$ cat src/rtl/regfile_pkg.sv
// Shared definitions for the register-file write arbiter: default widths,
// writeback-source encoding, write-request record and write-port source tags.
package regfile_pkg;

    localparam int DEF_DATA_W     = 32;
    localparam int DEF_REG_ADDR_W = 5;

    // mem_wb_sel encoding; the fourth code is reserved and behaves as ALU
    localparam logic [1:0] WB_ALU  = 2'd0;
    localparam logic [1:0] WB_LOAD = 2'd1;
    localparam logic [1:0] WB_LINK = 2'd2;

    // One register-file write at the default widths
    typedef struct packed {
        logic [DEF_REG_ADDR_W-1:0] dest;
        logic [DEF_DATA_W-1:0]     data;
    } wr_req_t;

    // Which requester owns the write port in a given cycle
    typedef enum logic [1:0] {
        SRC_NONE = 2'd0,
        SRC_PIPE = 2'd1,
        SRC_BUF  = 2'd2,
        SRC_LU   = 2'd3
    } wr_src_e;

endpackage

$ cat src/rtl/regfile_write_arbiter_wb_hold_buffer.sv
// wb_hold_buffer: single-entry holding slot for a long-unit result that lost
// the write port to the pipeline, plus the counter of consecutive losses.
// starved rises once the entry has lost STARVE_LIMIT times in a row.
module wb_hold_buffer
    import regfile_pkg::*;
#(
    parameter int DATA_W       = DEF_DATA_W,
    parameter int REG_ADDR_W   = DEF_REG_ADDR_W,
    parameter int STARVE_LIMIT = 4
) (
    input  logic                  clk,
    input  logic                  reset,
    input  logic                  load,
    input  logic [REG_ADDR_W-1:0] load_dest,
    input  logic [DATA_W-1:0]     load_data,
    input  logic                  drain,
    input  logic                  lose,
    output logic                  full,
    output logic [REG_ADDR_W-1:0] buf_dest,
    output logic [DATA_W-1:0]     buf_data,
    output logic                  starved
);

    logic                  full_q, full_d;
    logic [REG_ADDR_W-1:0] dest_q, dest_d;
    logic [DATA_W-1:0]     data_q, data_d;
    logic [3:0]            starve_cnt_q, starve_cnt_d;

    localparam logic [3:0] LIMIT = 4'(STARVE_LIMIT);

    // Load only happens into an empty slot and drain only from a full one,
    // so the two never collide; the loss counter restarts on every drain.
    always_comb begin
        full_d       = full_q;
        dest_d       = dest_q;
        data_d       = data_q;
        starve_cnt_d = starve_cnt_q;
        if (load) begin
            full_d       = 1'b1;
            dest_d       = load_dest;
            data_d       = load_data;
            starve_cnt_d = '0;
        end else if (drain) begin
            full_d       = 1'b0;
            starve_cnt_d = '0;
        end else if (lose && full_q && starve_cnt_q != LIMIT) begin
            starve_cnt_d = starve_cnt_q + 4'd1;
        end
    end

    // Slot and counter registers, cleared by the active-low synchronous reset
    always_ff @(posedge clk) begin
        if (!reset) begin
            full_q       <= 1'b0;
            dest_q       <= '0;
            data_q       <= '0;
            starve_cnt_q <= '0;
        end else begin
            full_q       <= full_d;
            dest_q       <= dest_d;
            data_q       <= data_d;
            starve_cnt_q <= starve_cnt_d;
        end
    end

    assign full     = full_q;
    assign buf_dest = dest_q;
    assign buf_data = data_q;
    assign starved  = full_q && (starve_cnt_q == LIMIT);

endmodule

$ cat src/rtl/regfile_write_arbiter.sv
// regfile_write_arbiter: owns the MEM/WB boundary. Picks the writeback source
// for the pipelined instruction, merges long-unit (mult/div) results into the
// single register-file write port and stalls MEM when a buffered long-unit
// result has lost arbitration too often.
// Optional build macro REGFILE_PENDING_SCOREBOARD_EN adds a per-register
// pending bitmap for in-flight long-unit destinations.
module regfile_write_arbiter
    import regfile_pkg::*;
#(
    parameter int DATA_W       = DEF_DATA_W,
    parameter int REG_ADDR_W   = DEF_REG_ADDR_W,
    parameter int STARVE_LIMIT = 4
) (
    input  logic                     clk,
    input  logic                     reset,
    input  logic                     mem_valid,
    input  logic                     mem_reg_write,
    input  logic [1:0]               mem_wb_sel,
    input  logic [REG_ADDR_W-1:0]    mem_dest,
    input  logic [DATA_W-1:0]        mem_alu_result,
    input  logic [DATA_W-1:0]        mem_load_data,
    input  logic [DATA_W-1:0]        mem_link_addr,
    output logic                     mem_ready,
    input  logic                     lu_req,
    input  logic [REG_ADDR_W-1:0]    lu_dest,
    input  logic [DATA_W-1:0]        lu_data,
`ifdef REGFILE_PENDING_SCOREBOARD_EN
    input  logic                     lu_issue,
    input  logic [REG_ADDR_W-1:0]    lu_issue_dest,
    output logic [2**REG_ADDR_W-1:0] pending,
`endif
    output logic                     lu_ack,
    output logic [REG_ADDR_W-1:0]    Write_Reg,
    output logic [DATA_W-1:0]        Write_Data,
    output logic                     Reg_Write
);

    logic [REG_ADDR_W-1:0] write_reg_q, write_reg_d;
    logic [DATA_W-1:0]     write_data_q, write_data_d;
    logic                  reg_write_q, reg_write_d;

    logic [DATA_W-1:0]     pipe_data;
    logic                  pw;
    logic                  lu_keep;
    wr_src_e               src;

    logic                  buf_full;
    logic [REG_ADDR_W-1:0] buf_dest;
    logic [DATA_W-1:0]     buf_data;
    logic                  starved;
    logic                  buf_load;
    logic                  buf_drain;
    logic                  buf_lose;

    // Writeback source mux for the instruction in MEM (reserved code -> ALU)
    always_comb begin
        pipe_data = mem_alu_result;
        case (mem_wb_sel)
            WB_LOAD: pipe_data = mem_load_data;
            WB_LINK: pipe_data = mem_link_addr;
            default: pipe_data = mem_alu_result;
        endcase
    end

    // During reset MEM is never held and no long-unit result is accepted
    assign mem_ready = !reset || !starved;
    assign pw        = mem_valid && mem_reg_write && (mem_dest != '0) && mem_ready;
    assign lu_ack    = lu_req && !buf_full && reset;
    // r0 results are acknowledged but dropped
    assign lu_keep   = lu_ack && (lu_dest != '0);

    // Write-port arbitration: starved buffer, then pipeline, then buffer,
    // then a direct long-unit write; the winner is registered at the edge.
    always_comb begin
        src          = SRC_NONE;
        reg_write_d  = 1'b0;
        write_reg_d  = write_reg_q;
        write_data_d = write_data_q;
        if (buf_full && !mem_ready) begin
            src = SRC_BUF;
        end else if (pw) begin
            src = SRC_PIPE;
        end else if (buf_full) begin
            src = SRC_BUF;
        end else if (lu_keep) begin
            src = SRC_LU;
        end
        case (src)
            SRC_PIPE: begin
                reg_write_d  = 1'b1;
                write_reg_d  = mem_dest;
                write_data_d = pipe_data;
            end
            SRC_BUF: begin
                reg_write_d  = 1'b1;
                write_reg_d  = buf_dest;
                write_data_d = buf_data;
            end
            SRC_LU: begin
                reg_write_d  = 1'b1;
                write_reg_d  = lu_dest;
                write_data_d = lu_data;
            end
            default: begin
                reg_write_d = 1'b0;
            end
        endcase
    end

    // An accepted long-unit result that collides with a pipeline write parks
    // in the holding buffer; the buffer drains whenever it wins the port.
    assign buf_load  = lu_keep && pw;
    assign buf_drain = (src == SRC_BUF);
    assign buf_lose  = buf_full && (src == SRC_PIPE);

    wb_hold_buffer #(
        .DATA_W       (DATA_W),
        .REG_ADDR_W   (REG_ADDR_W),
        .STARVE_LIMIT (STARVE_LIMIT)
    ) u_hold (
        .clk       (clk),
        .reset     (reset),
        .load      (buf_load),
        .load_dest (lu_dest),
        .load_data (lu_data),
        .drain     (buf_drain),
        .lose      (buf_lose),
        .full      (buf_full),
        .buf_dest  (buf_dest),
        .buf_data  (buf_data),
        .starved   (starved)
    );

    // Register-file write port registers
    always_ff @(posedge clk) begin
        if (!reset) begin
            reg_write_q  <= 1'b0;
            write_reg_q  <= '0;
            write_data_q <= '0;
        end else begin
            reg_write_q  <= reg_write_d;
            write_reg_q  <= write_reg_d;
            write_data_q <= write_data_d;
        end
    end

    assign Reg_Write  = reg_write_q;
    assign Write_Reg  = write_reg_q;
    assign Write_Data = write_data_q;

`ifdef REGFILE_PENDING_SCOREBOARD_EN
    localparam int NUM_REGS = 2**REG_ADDR_W;

    logic [NUM_REGS-1:0]   pending_q, pending_d;
    logic                  lu_wr_fire;
    logic [REG_ADDR_W-1:0] lu_wr_dest;

    // A long-unit write is one coming from the buffer or straight from the unit
    assign lu_wr_fire = (src == SRC_BUF) || (src == SRC_LU);
    assign lu_wr_dest = (src == SRC_BUF) ? buf_dest : lu_dest;

    genvar gi;
    generate
        for (gi = 0; gi < NUM_REGS; gi++) begin : g_pending
            if (gi == 0) begin : g_r0
                // r0 is never written, so it is never tracked
                assign pending_d[gi] = 1'b0;
            end else begin : g_rn
                // Per-register set/clear; a new issue beats a retiring write
                always_comb begin
                    pending_d[gi] = pending_q[gi];
                    if (lu_wr_fire && lu_wr_dest == REG_ADDR_W'(gi)) begin
                        pending_d[gi] = 1'b0;
                    end
                    if (lu_issue && lu_issue_dest == REG_ADDR_W'(gi)) begin
                        pending_d[gi] = 1'b1;
                    end
                end
            end
        end
    endgenerate

    // Pending bitmap register, cleared by reset
    always_ff @(posedge clk) begin
        if (!reset) begin
            pending_q <= '0;
        end else begin
            pending_q <= pending_d;
        end
    end

    assign pending = pending_q;
`endif

endmodule

$ cat config.mk
export PLATFORM = sky130hd
export DESIGN_NAME = regfile_write_arbiter
export DESIGN_NICKNAME = d
export VERILOG_FILES = /design/src/rtl/regfile_pkg.sv /design/src/rtl/regfile_write_arbiter_wb_hold_buffer.sv /design/src/rtl/regfile_write_arbiter.sv
export SDC_FILE = /design/constraint.sdc
export NUM_CORES = 1
export LEC_CHECK = 0
export BUFFER_PORTS_ARGS = -buffer_cell sky130_fd_sc_hd__buf_2
export CORE_ASPECT_RATIO = 1.1
export CORE_MARGIN = 5
export CORE_UTILIZATION = 47
export DETAILED_ROUTE_END_ITERATION = 16
export PLACE_DENSITY_LB_ADDON = 0.3
export SETUP_SLACK_MARGIN = 0.3
export SLEW_MARGIN = 20
export SYNTH_ARGS = -nofsm -noshare
export SYNTH_HDL_FRONTEND = slang
export SYNTH_SLANG_ARGS = --single-unit
$ cat constraint.sdc
create_clock -name clk -period 2.5 [get_ports clk]
set_input_delay 0.125 -clock clk [delete_from_list [all_inputs] [get_ports clk]]
set_output_delay 0.125 -clock clk [all_outputs]
set_load 0.01 [all_outputs]
==> impl_metrics.yaml <==
status:
  run_status: "completed"
detailed_routing:
  drtIter0Drc: 368
  wl_met1_mm: 5.20
  routed.top_layer: "met4"
  wl_met3_mm: 1.06
  firstDrtPassIters: 6
  drt-total-wl_mm: 13.0
  ant_nets: 0
  drcViolationCount: 0
  viasPerCell: 5.73
  avgRoutedWirePerCell_um: 16.6
  wl_met2_mm: 6.56
  num_vias: 4503
die:
  fp.dieW_um: 97.0
  dieArea_mm2: 0.0102
  core_area_mm2: 0.00823
  start_util_pct: 47.5
  die_y_um: 106
  rows: 35
  pin_count: 185
yosys:
  synthFlopType: "dfxtp_1"
  synth.top_cell.area_share_pct: 40.9
  ys_ff_latch: 80
  synthCells: 493
  ys_warn_count: 0
  yosysSeqAreaShare_pct: 40.9
  syn-num-nets: 642
  synth.avg_cell_area_um2: 7.93
  syn_area_mm2: 0.00391
  synthArstFlopShare_pct: 0
  synth.distinct_cells: 35
  synth_area_leaders: "dfxtp_1 41%, a21oi_1 8.4%, o21ai_0 8.3%"
  yosysTopAreaCell: "dfxtp_1"
  synth_edf_count: 0
setup_path:
  worst-r2r-cell-count: 8
  rrSetupSlack_ps: 450
  worst_r2r_startpoint: "u_hold.starve_cnt_q[0]"
  rr_endpoint: "Write_Data[13]"
  crit_path_start_kind: "flip-flop"
  critical_path_arrival_ps: 2250
  critPathKind: "flip-flop to flip-flop"
  endpoint_kind: "flip-flop"
  cp_data_required_time_ps: 2710
  path_max_fanout: 38
sta:
  rsz0062_at_grt: "no"
  max_slew.worst_pin.slew_ps: 690
  setup_viol: 0
  fin_setup_tns_ps: 0
  fmax_mhz: 488
  finalHoldViolCount: 0
  drv_slew: 0
  relSlewSlack_pct: 54.0
  skew_ps: 10.6
  period_needed_ps: 2050
  min_period_over_period_pct: 81.9
  hold_slack_ps: 11.9
grt:
  grt_pass1_vias: 4230
  grt_max_degree: 76
  grt.overflow.total: 0
  grtUsageTotal_pct: 23.3
  antenna_found_initial: 0
  grt_pass1_wl_mm: 20.2
clock_tree:
  postCtsSetupBuffers: 0
  cts_tree: "built"
  htree_levels: 3
  clock-root-buffer: "clkbuf_8"
  numCtsBuffers: 9
  clkTransAtPathRegs_ps: 70
  cts.sinks: 80
  clk_path_buf_depth: 2
  clk_latency_ps: 340
worst_hold_path:
  hold_path.class: "primary input to flip-flop"
  min_to: "u_hold.buf_data[8]"
  whs_path_depth: 3
  min_from: "lu_data[8]"
place:
  io_buffers: 184
  gp_congestion: 0.825
  place_inst: 747
  dpl.hpwl_mm: 8.60
cells_and_area:
  nFillCells: 737
  nNetsFinal: 819
  final_layout_size_suffix_gt1_share_pct: 32.1
  finalNonFillerCells: 786
  area_growth_syn_to_layout_pct: 36.3
  diodes: 0
power:
  p_leak_nw: 2.36
  power_w: 0.00312
  vdd.ir_drop.worst_mv: 0.329
  powerDensity_mw_per_mm2: 584
job:
  maxCapViolations: 0
## through the flow
stage,cell area [um^2],setup slack [ps],util [%]
6_report,5330,452,64.8
5_1_grt,5330,307,64.8
4_1_cts,5310,323,64.5
3_5_place_dp,4860,304,59.0
3_3_place_gp,4860,394,59.0
2_1_floorplan,3910,641,-
## flip-flops by register name, summed over array words and instances (netlist names)
signal / flops
Reg_Write: 1
Write_Data: 32
Write_Reg: 5
u_hold.buf_data: 32
u_hold.buf_dest: 5
u_hold.full: 1
u_hold.starve_cnt_q: 4
## area by class of cell
cell class / count / area (um^2) / area share (%)
flip-flops and latches: 80 / 1600 / 30.0
well taps: 111 / 139 / 2.60
repair buffers: 214 / 1240 / 23.2
clock buffers: 14 / 173 / 3.24
inverters: 37 / 139 / 2.60
clock inverters: 2 / 60.1 / 1.13
multi-input cells: 328 / 1980 / 37.2
## logic make-up after synthesis
| family | after synthesis | share of synthesized area [%] |
|---|---|---|
| flops | 80 | 40.9 |
| compound gates | 219 | 36.5 |
| xor+xnor | 3 | 0.672 |
| mux | 1 | 0.256 |
| fa+ha+maj | 4 | 1.28 |
| buf+inv | 86 | 9.44 |
| simple gates | 100 | 10.9 |
## metal layers
layer / up-vias / GRT usage (%)
met5: - / 0
met4: 0 / 8.22
met3: 19 / 4.90
met2: 209 / 39.8
met1: 2095 / 29.1
li1: 2180 / -
## cell usage in the layout, fill, tap and decap left out, drive strengths merged
cell	synthesis	layout
buf	15	192
nand2	82	82
dfxtp	80	80
o21ai	74	74
a21oi	67	68
inv	37	37
a221oi	32	32
a222oi	32	32
dlygate4sd3	0	22
clkbuf	34	14
nor2	5	5
a32oi	5	5
a31oi	5	5
ha	4	4
and3	3	3
and2	2	2
nor3	2	2
xor2	2	2
bufinv	0	2
or4	2	2
and3b	1	1
o21ba	1	1
a211o	1	1
o21bai	1	1
or3b	1	1
nand4b	1	1
mux2i	1	1
xnor2	1	1
a21o	1	1
nand3	1	1
## where the power goes
group	leakage (nW)	internal (W)	switching [W]	total [W]
sequential	0.655	0.00135	0.0000399	0.00139
clock	0.117	0.000646	0.000436	0.00108
combinational	1.59	0.000286	0.000355	0.000641
total	2.36	0.00229	0.000831	0.00312
## how the worst max path moves through the flow
stage / from / to / slack (ps)
2_1_floorplan: u_hold.starve_cnt_q[0] / Write_Data[0] / 640
3_3_place_gp: u_hold.starve_cnt_q[0] / Write_Data[23] / 390
3_5_place_dp: u_hold.starve_cnt_q[0] / Write_Data[23] / 300
4_1_cts: u_hold.starve_cnt_q[0] / Write_Data[23] / 320
5_1_grt: u_hold.starve_cnt_q[0] / Write_Data[18] / 310
6_report: u_hold.starve_cnt_q[0] / Write_Data[13] / 450
## synth_stat cells, types with 3 or more instances
library cell and n:
dfxtp_1 80, o21ai_1 9, a32oi_1 5, a222oi_1 32, ha_1 4, inv_1 37
o21ai_0 65, a21oi_1 66, nor2_1 5, a221oi_1 32, buf_6 3, nand2_1 82
buf_2 7, clkbuf_1 34, buf_4 4, a31oi_1 5
## timing repair
| action | in CTS | in global routing |
|---|---|---|
| gates resized for setup | 0 | 1 |
| hold buffers | 22 | 0 |
| endpoints found under the hold margin | 22 | 0 |
| setup endpoints to repair | 0 | 32 |
## critical path, cell delays in order (launching register included)
cell      delay (ps)
dfxtp_1          390
inv_1             70
ha_1             190
and3b_1          300
nand2_1          190
a21oi_4           80
buf_12           170
a222oi_1         410
a21oi_1          110
Power figures use the tool's default switching activity.
